File: src/rtl/game_fsm.sv
// Flappy-bird game sequencer: START/GAME/GAMEOVER screen state, datapath control
// pulses, BCD score and high score, and a frame-timed restart lockout after a crash.
module game_fsm #(
    parameter int GAMEOVER_HOLD_FRAMES = 120,
    parameter int SCORE_DIGITS         = 3
) (
    input  logic                      clk,
    input  logic                      rst_n,
    input  logic                      frame_tick,
    input  logic                      btn_flap,
    input  logic                      collision,
    input  logic                      pipe_passed,
    output logic [1:0]                state,
    output logic                      run,
    output logic                      game_rst,
    output logic                      flap,
    output logic [4*SCORE_DIGITS-1:0] score,
    output logic [4*SCORE_DIGITS-1:0] high_score,
    output logic                      new_record
);

    localparam int SW = 4 * SCORE_DIGITS;
    localparam int HW = $clog2(GAMEOVER_HOLD_FRAMES + 1);
    localparam logic [HW-1:0] HOLD_LOAD = HW'(GAMEOVER_HOLD_FRAMES);

    typedef enum logic [1:0] {
        S_START = 2'b00,
        S_GAME  = 2'b01,
        S_OVER  = 2'b10,
        S_BAD   = 2'b11
    } state_t;

    state_t        cur;
    logic          btn_q;
    logic [HW-1:0] hold;
    logic          btn_rise;

    assign btn_rise = btn_flap & ~btn_q;
    assign state    = cur;

    // BCD increment with per-digit carry; an all-nines score is returned unchanged.
    function automatic logic [SW-1:0] bcd_inc(input logic [SW-1:0] v);
        logic [SW-1:0] r;
        logic          carry;
        r     = v;
        carry = 1'b1;
        for (int i = 0; i < SCORE_DIGITS; i++) begin
            if (carry) begin
                if (v[4*i +: 4] == 4'd9) begin
                    r[4*i +: 4] = 4'd0;
                end else begin
                    r[4*i +: 4] = v[4*i +: 4] + 4'd1;
                    carry       = 1'b0;
                end
            end
        end
        if (carry) r = v;
        return r;
    endfunction

    always_ff @(posedge clk or negedge rst_n) begin
        if (!rst_n) begin
            cur        <= S_START;
            run        <= 1'b0;
            game_rst   <= 1'b0;
            flap       <= 1'b0;
            new_record <= 1'b0;
            score      <= '0;
            high_score <= '0;
            hold       <= '0;
            btn_q      <= 1'b1;
        end else begin
            btn_q    <= btn_flap;
            game_rst <= 1'b0;
            flap     <= 1'b0;
            case (cur)
                S_START: begin
                    run <= 1'b0;
                    if (btn_rise) begin
                        cur      <= S_GAME;
                        run      <= 1'b1;
                        game_rst <= 1'b1;
                        score    <= '0;
                    end
                end
                S_GAME: begin
                    run <= 1'b1;
                    // A crash overrides any flap or pipe credit arriving in the same cycle.
                    if (collision) begin
                        cur  <= S_OVER;
                        run  <= 1'b0;
                        hold <= HOLD_LOAD;
                        if (score > high_score) begin
                            high_score <= score;
                            new_record <= 1'b1;
                        end else begin
                            new_record <= 1'b0;
                        end
                    end else begin
                        if (btn_rise)    flap  <= 1'b1;
                        if (pipe_passed) score <= bcd_inc(score);
                    end
                end
                S_OVER: begin
                    run <= 1'b0;
                    if (hold != '0) begin
                        if (frame_tick) hold <= hold - 1'b1;
                    end else if (btn_rise) begin
                        cur        <= S_START;
                        new_record <= 1'b0;
                    end
                end
                default: begin
                    cur <= S_START;
                    run <= 1'b0;
                end
            endcase
        end
    end

endmodule

File: config.mk
export PLATFORM = sky130hd
export DESIGN_NAME = game_fsm
export DESIGN_NICKNAME = d
export VERILOG_FILES = /design/src/rtl/game_fsm.sv
export SDC_FILE = /design/constraint.sdc
export NUM_CORES = 1
export LEC_CHECK = 0
export ABC_AREA = 1
export CORE_MARGIN = 2
export CORE_UTILIZATION = 54
export CTS_CLUSTER_SIZE = 16
export DETAILED_ROUTE_END_ITERATION = 6
export PLACE_DENSITY = 0.8
export SYNTH_ARGS = -nofsm -noshare
export SYNTH_HDL_FRONTEND = slang
export SYNTH_SLANG_ARGS = --single-unit
File: constraint.sdc
create_clock -name clk -period 1.9 [get_ports clk]
set_input_delay 0.57 -clock clk [delete_from_list [all_inputs] [get_ports clk]]
set_output_delay 0.57 -clock clk [all_outputs]
set_load 0.02 [all_outputs]
==> results.md, run 1 <==
- Number of distinct library cells after synthesis: 29
- Port buffer count: 35
- DRC errors left: 0
- Clock period minus final worst setup slack: 1.86 ns
- Cells after Synth: 289
- Clock skew after layout: 0.00614 ns
- Clock edge transition at the registers on the reported setup and hold paths: 0.08 ns
- Critical Path Start Type: register
- Top-level I/O count: 36
- Routed wirelength normalized by instance count: 13.0 µm
- Width of the chip: 69.4 µm
- Critical path arrival: 1.29 ns
- Synthesized-area fraction occupied by and/or/nand/nor cells: 30.0%
- Cell accounting for the most synthesized area: sky130_fd_sc_hd__dfrtp_1
- Fraction of layout cells with a size suffix above 1: 13.3%
- Number of H-tree branching levels: 2
- Gpl congestion: 0.834
- Clock latency reported for the late side of the worst-skew pair: 0.29 ns
- Relative area change from synthesis to final layout: 28.1%
- Total congestion overflow after global routing: 0
- Setup repair after global routing missed its margin: false
- Number of antenna-violating nets in the routed design: 0
- Number of nets in the synthesized netlist: 315
- CP Cell Sequence: clkdlybuf4s50_1
- Area contributors post-synth: sky130_fd_sc_hd__dfrtp_1 40%, sky130_fd_sc_hd__nand2_1 13%, sky130_fd_sc_hd__ha_1 11%
- Max capacitance violation total: 0
- Post-synthesis adder-cell area fraction: 10.8%
- Clock root buffer: sky130_fd_sc_hd__clkbuf_8
- Area share of the largest cell type after synthesis: 40.1%
- Slew at the pin closest to its max-slew limit: 0.368 ns
- Final-report setup violation count: 0
- Worst rel slew slack: 75.2%
- Placed insts: 386
- Tcrit/Tclk final: 97.9%
- Number of standard-cell rows in the floorplan: 23
- Number of max-slew violations in the final report: 0
- Multiplexer share of the synthesized area: 0%
- Static power due to leakage: 1.63 nW
- Layout Nets: 371
- M3 GR Usage: 4.65%
- Final design utilization: 72.9%
- Share of the synthesized area in compound gates (AO/OA/AOI/OAI): 5.36%
- Clock tree from TritonCTS: done
- Busiest grt layer: met2
- Worst hold path class: input port to async pin
- Total via count in the routed design: 2055
- Number of buffer and inverter stages on the critical path: 1
- Via count of the first global-routing pass: 1971
- CTS Hold Buffers Added: 0
- Starting DRT DRC Count: 132
- Number of synthesized flops with an enable pin: 0
- Starting density of the core: 56.9%
- Global-route usage over all layers: 22.9%
- Maximum clock path buffer count: 2
- Number of antenna violations at the first check in global routing: 0
- Maximum operating frequency: 0.538 GHz
- Most used DFF post-synth: sky130_fd_sc_hd__dfrtp_1
- Ranking of synthesized cells by instance count: 83 x sky130_fd_sc_hd__nand2_1, 42 x sky130_fd_sc_hd__inv_1, 37 x sky130_fd_sc_hd__dfrtp_1
- Non-filler cells, final: 396
- Height of the chip: 69.4 µm
- Total length of routed wires: 5.14 mm
- Category of the worst setup path capture point: output pin
- Synth async-reset ratio: 100%
- Data required time at the worst endpoint: 1.33 ns
- Largest family of logic cells by synthesized area: simple AND/OR/NAND/NOR gates
- Cell with the largest stage delay on the worst path: sky130_fd_sc_hd__clkdlybuf4s50_1
- Post-detailed-route via-to-cell ratio: 5.19
- Worst Path Class, Setup: register to output pin
- First-pass GRT wire length: 8.95 mm
- Inserted Clock Buffers: 5
- Total inserted antenna cells: 0
- Mean area per synthesized cell: 7.99 µm²
- Pre-Repair DR Iteration Count: 4
- Count of synthesis-stage warnings from yosys: 0
- Kind of cell adding the most delay to the critical path: buffers and inverters
- Number of sinks on the clock net: 38
- Highest net fanout along the worst path: 3
- Post-synthesis instance area: 0.00231 mm²
- Die area: 0.00482 mm²
- Met2 demand-to-capacity share in global routing: 38.1%
- Std-Cell Core Area: 0.00406 mm²
- Share of synthesized area occupied by flip-flops and latches: 41.2%
- Worst voltage drop across the vdd grid: 532 µV
- Most common cell in the netlist: sky130_fd_sc_hd__nand2_1
- Register bit total from synthesis: 38
- Share of the synthesized netlist area taken by xor and xnor gates: 3.79%
- CP max stage delay: 0.62 ns
- Power density normalized to cell area: 765 mW/mm²
- Largest net degree at the start of global routing: 39
- Met1 usage: 29.1%
- Final hold violations: 0
- DP Wirelength: 3.58 mm
- Result of the run: finished clean
## cells in the final DEF (no fill, tap or decap), drive strengths merged
master	instances
xor2	8
nor4	1
dlymetal6s2s	2
dfrtp	37
dlygate4sd2	11
bufinv	1
clkbuf	5
inv	47
a21o	1
o22ai	1
buf	18
nor2	22
dfstp	1
ha	20
o21ai	17
nand2	86
clkinv	2
xnor2	2
nand3	19
nand4	14
clkdlybuf4s50	21
or2	1
a21oi	5
nand3b	3
nor3	1
## area by class of cell
type | instances | area [µm²]
Multi-Input combinational cell | 201 | 1180
Fill cell | 328 | 1100
Sequential cell | 38 | 952
Timing Repair Buffer | 52 | 480
Inverter | 47 | 176
Clock buffer | 5 | 68.8
Tap cell | 50 | 62.6
Clock inverter | 3 | 40.0
## sequential cells by signal (all words and copies together), names as in the netlist
register and flops:
high_score 12, score 12, hold 7, state 2
btn_q 1, flap 1, game_rst 1, new_record 1
run 1
## stage by stage
stage	instance area (µm²)	total power, mW	setup slack, ns	hold WS [ns]	setup TNS [ns]
2_1_floorplan	2310	1.39	0.171	0.274	0
3_3_place_gp	2820	1.56	0.0159	0.472	0
3_5_place_dp	2820	1.58	-0.0347	0.471	-0.0768
4_1_cts	2930	2.27	0.0235	0.233	0
5_1_grt	2960	2.41	0.00171	0.248	0
6_report	2960	2.26	0.0406	0.233	0
## timing repair
item / CTS / global route
pin swaps: 0 / 2
gates resized for setup: 12 / 5
cloned: 0 / 1
buffers inserted: 0 / 1
endpoints found under the setup margin: 15 / 15
## power breakdown
part	internal [mW]	total (mW)	leakage, nW	switching (mW)
Clock	0.386	0.680	0.0579	0.293
Sequential	0.898	0.951	0.503	0.0525
Combinational	0.247	0.634	1.07	0.387
Total	1.53	2.26	1.63	0.733
## path summary, 6_finish.rpt
kind | cells past startpoint | slack (ns) | endpoint | from
setup / recovery | 1 | 0.04 | high_score[0] | high_score[0]
hold / removal | 2 | 0.23 | state[0] | rst_n
setup reg to reg | 11 | 0.13 | high_score[8] | high_score[11]
hold reg to reg | 2 | 0.49 | hold[6] | hold[6]
max in group asynchronous | 2 | 1.42 | btn_q | rst_n
min in group clk | 2 | 0.49 | hold[6] | hold[6]
## metal layers
metal  up-vias  part of all wire [%]
met3        15                   4.1
li1       1037                     -
met4         0                   2.6
met2        54                    48
met5         -                     0
met1       949                    45
## logic make-up after synthesis
logic type	Yosys count
AO/OA/AOI/OAI	24
AND/OR/NAND/NOR	146
XOR/XNOR	10
flip-flops	38
adder cells (fa/ha/maj)	20
buffers and inverters	51
Power figures use the tool's default switching activity.
==> run 2: changes to the inputs <==
--- a/config.mk
+++ b/config.mk
@@ -6,11 +6,13 @@
 export NUM_CORES = 1
 export LEC_CHECK = 0
 export ABC_AREA = 1
+export CAP_MARGIN = 20
 export CORE_MARGIN = 2
 export CORE_UTILIZATION = 54
 export CTS_CLUSTER_SIZE = 16
 export DETAILED_ROUTE_END_ITERATION = 6
 export PLACE_DENSITY = 0.8
+export SKIP_CTS_REPAIR_TIMING = 1
 export SYNTH_ARGS = -nofsm -noshare
 export SYNTH_HDL_FRONTEND = slang
 export SYNTH_SLANG_ARGS = --single-unit
==> results.md, run 2 (synthesis gave the netlist of run 1 again) <==
- Result of the run: finished clean
- Total inserted antenna cells: 0 (unchanged)
- Clock period minus final worst setup slack: 1.86 ns (+0.00177 ns)
- DRC errors left: 0 (unchanged)
- First-pass GRT wire length: 8.98 mm (+0.38%)
- Number of sinks on the clock net: 38 (unchanged)
- Final hold violations: 0 (unchanged)
- Starting DRT DRC Count: 171 (+30%)
- Number of buffer and inverter stages on the critical path: 1 (unchanged)
- Sum Neg Setup Slack: 0 ns (unchanged)
- Finished Cell Area: 0.00300 mm² (+1.4%)
- Post-Place Setup Slack: -0.0347 ns (unchanged)
- Power density normalized to cell area: 757 mW/mm² (-1.1%)
- Die area: 0.00482 mm² (unchanged)
- Std-Cell Core Area: 0.00406 mm² (unchanged)
- Category of the worst setup path capture point: output pin
- Inserted Clock Buffers: 5 (unchanged)
- Pre-Repair DR Iteration Count: 4 (unchanged)
- Fraction of layout cells with a size suffix above 1: 13.6% (+0.29 points)
- Placed standard-cell area: 0.00282 mm² (unchanged)
- Routed wirelength normalized by instance count: 13.2 µm (+1.9%)
- Relative area change from synthesis to final layout: 30.0%
- Top Registers: high_score (12), score (12), hold (7)
- CP Cell Sequence: clkdlybuf4s50_1
- Maximum operating frequency: 0.537 GHz (about the same)
- Number of standard-cell rows in the floorplan: 23 (unchanged)
- Data required time at the worst endpoint: 1.33 ns (about the same)
- Total congestion overflow after global routing: 0 (unchanged)
- Most common cell after layout, fill and taps aside: sky130_fd_sc_hd__nand2_1
- Final-report setup violation count: 0 (unchanged)
- DP Wirelength: 3.58 mm (unchanged)
- Highest net fanout along the worst path: 3 (unchanged)
- Height of the chip: 69.4 µm (unchanged)
- Static power due to leakage: 1.77 nW (+8.7%)
- Met2 demand-to-capacity share in global routing: 38.2% (+0.11 points)
- Worst Path Class, Setup: register to output pin
- Final design utilization: 74.0% (+1.0 points)
- Clock latency reported for the late side of the worst-skew pair: 0.29 ns (about the same)
- CP max stage delay: 0.62 ns (about the same)
- Least setup slack across all paths after layout: 0.0388 ns (-0.00177 ns)
- M3 GR Usage: 4.36% (-0.29 points)
- Largest net degree at the start of global routing: 39 (unchanged)
- Maximum clock path buffer count: 2 (unchanged)
- Busiest grt layer: met2
- Number of fill cells: 321 (-2.1%)
- Width of the chip: 69.4 µm (unchanged)
- Top-level I/O count: 36 (unchanged)
- Post-detailed-route via-to-cell ratio: 5.26 (+1.3%)
- Clock root buffer: sky130_fd_sc_hd__clkbuf_8
- Kind of cell adding the most delay to the critical path: buffers and inverters
- Most frequent cells in the layout: 83 x sky130_fd_sc_hd__nand2_1, 42 x sky130_fd_sc_hd__inv_1, 36 x sky130_fd_sc_hd__dfrtp_1
- Cell with the largest stage delay on the worst path: sky130_fd_sc_hd__clkdlybuf4s50_1
- Clock tree from TritonCTS: done
- Worst hold path class: input port to async pin
- Via count of the first global-routing pass: 1955 (-0.81%)
- Clock skew after layout: 0.00801 ns (+0.00187 ns)
- Worst rel slew slack: 76.2% (+1.0 points)
- Tcrit/Tclk final: 98.0% (about the same)
- Number of antenna violations at the first check in global routing: 0 (unchanged)
- Starting density of the core: 56.9% (unchanged)
- Port buffer count: 35 (unchanged)
- Clock edge transition at the registers on the reported setup and hold paths: 0.08 ns (about the same)
- Global-route usage over all layers: 23.0% (+0.093 points)
- Number of antenna-violating nets in the routed design: 0 (unchanged)
- Layout Nets: 371 (unchanged)
- Hold_ws: 0.231 ns (-0.00126 ns)
- Critical Path Start Type: register
- Met1 usage: 29.8% (+0.75 points)
- Number of H-tree branching levels: 2 (unchanged)
- Max capacitance violation total: 0 (unchanged)
- Worst voltage drop across the vdd grid: 537 µV (+0.78%)
- Total via count in the routed design: 2081 (+1.3%)
- Number of max-slew violations in the final report: 0 (unchanged)
- Gpl congestion: 0.834 (unchanged)
- Slew at the pin closest to its max-slew limit: 0.353 ns (-0.0152 ns)
- Total length of routed wires: 5.24 mm (+1.9%)
- Critical path arrival: 1.29 ns (about the same)
==> run 2: per-stage QoR <==
step,total power [mW],instances
2_1_floorplan,1.39,289
3_3_place_gp,1.56,386
3_5_place_dp,1.58,386
4_1_cts,2.27,394
5_1_grt,2.42,396
6_report,2.27,396
==> run 2: routing by layer <==
metal  vias to the layer above  part of all wire (%)
met2                        81                    48
met4                         0                   2.4
met5                         -                     0
met3                        11                   6.4
met1                       952                    43
li1                       1037                     -
==> run 2: cell type report <==
cell class,count,area [µm²],area share (%)
clock buffer,5,68.8,2.29
clock inverter,3,40.0,1.33
inverter,47,176,5.88
multi-input combinational,201,1180,39.3
sequential,38,953,31.8
tap,50,62.6,2.08
timing repair buffer,52,522,17.4
==> run 2: path summary, 6_finish.rpt <==
kind / from / end / slack [ns] / cells past startpoint
max in group asynchronous: rst_n / btn_q / 1.42 / 2
max: high_score[0] / high_score[0] / 0.04 / 1
min: rst_n / hold[1] / 0.23 / 2
min reg2reg: hold[6] / hold[6] / 0.49 / 2
max reg2reg: high_score[11] / high_score[8] / 0.13 / 11
min in group clk: hold[6] / hold[6] / 0.49 / 2
==> run 2: where the power goes <==
group / leakage, nW / switching [mW] / internal [mW]
Sequential: 0.501 / 0.0527 / 0.898
Combinational: 1.21 / 0.389 / 0.251
Clock: 0.0579 / 0.295 / 0.386
Total: 1.77 / 0.738 / 1.54
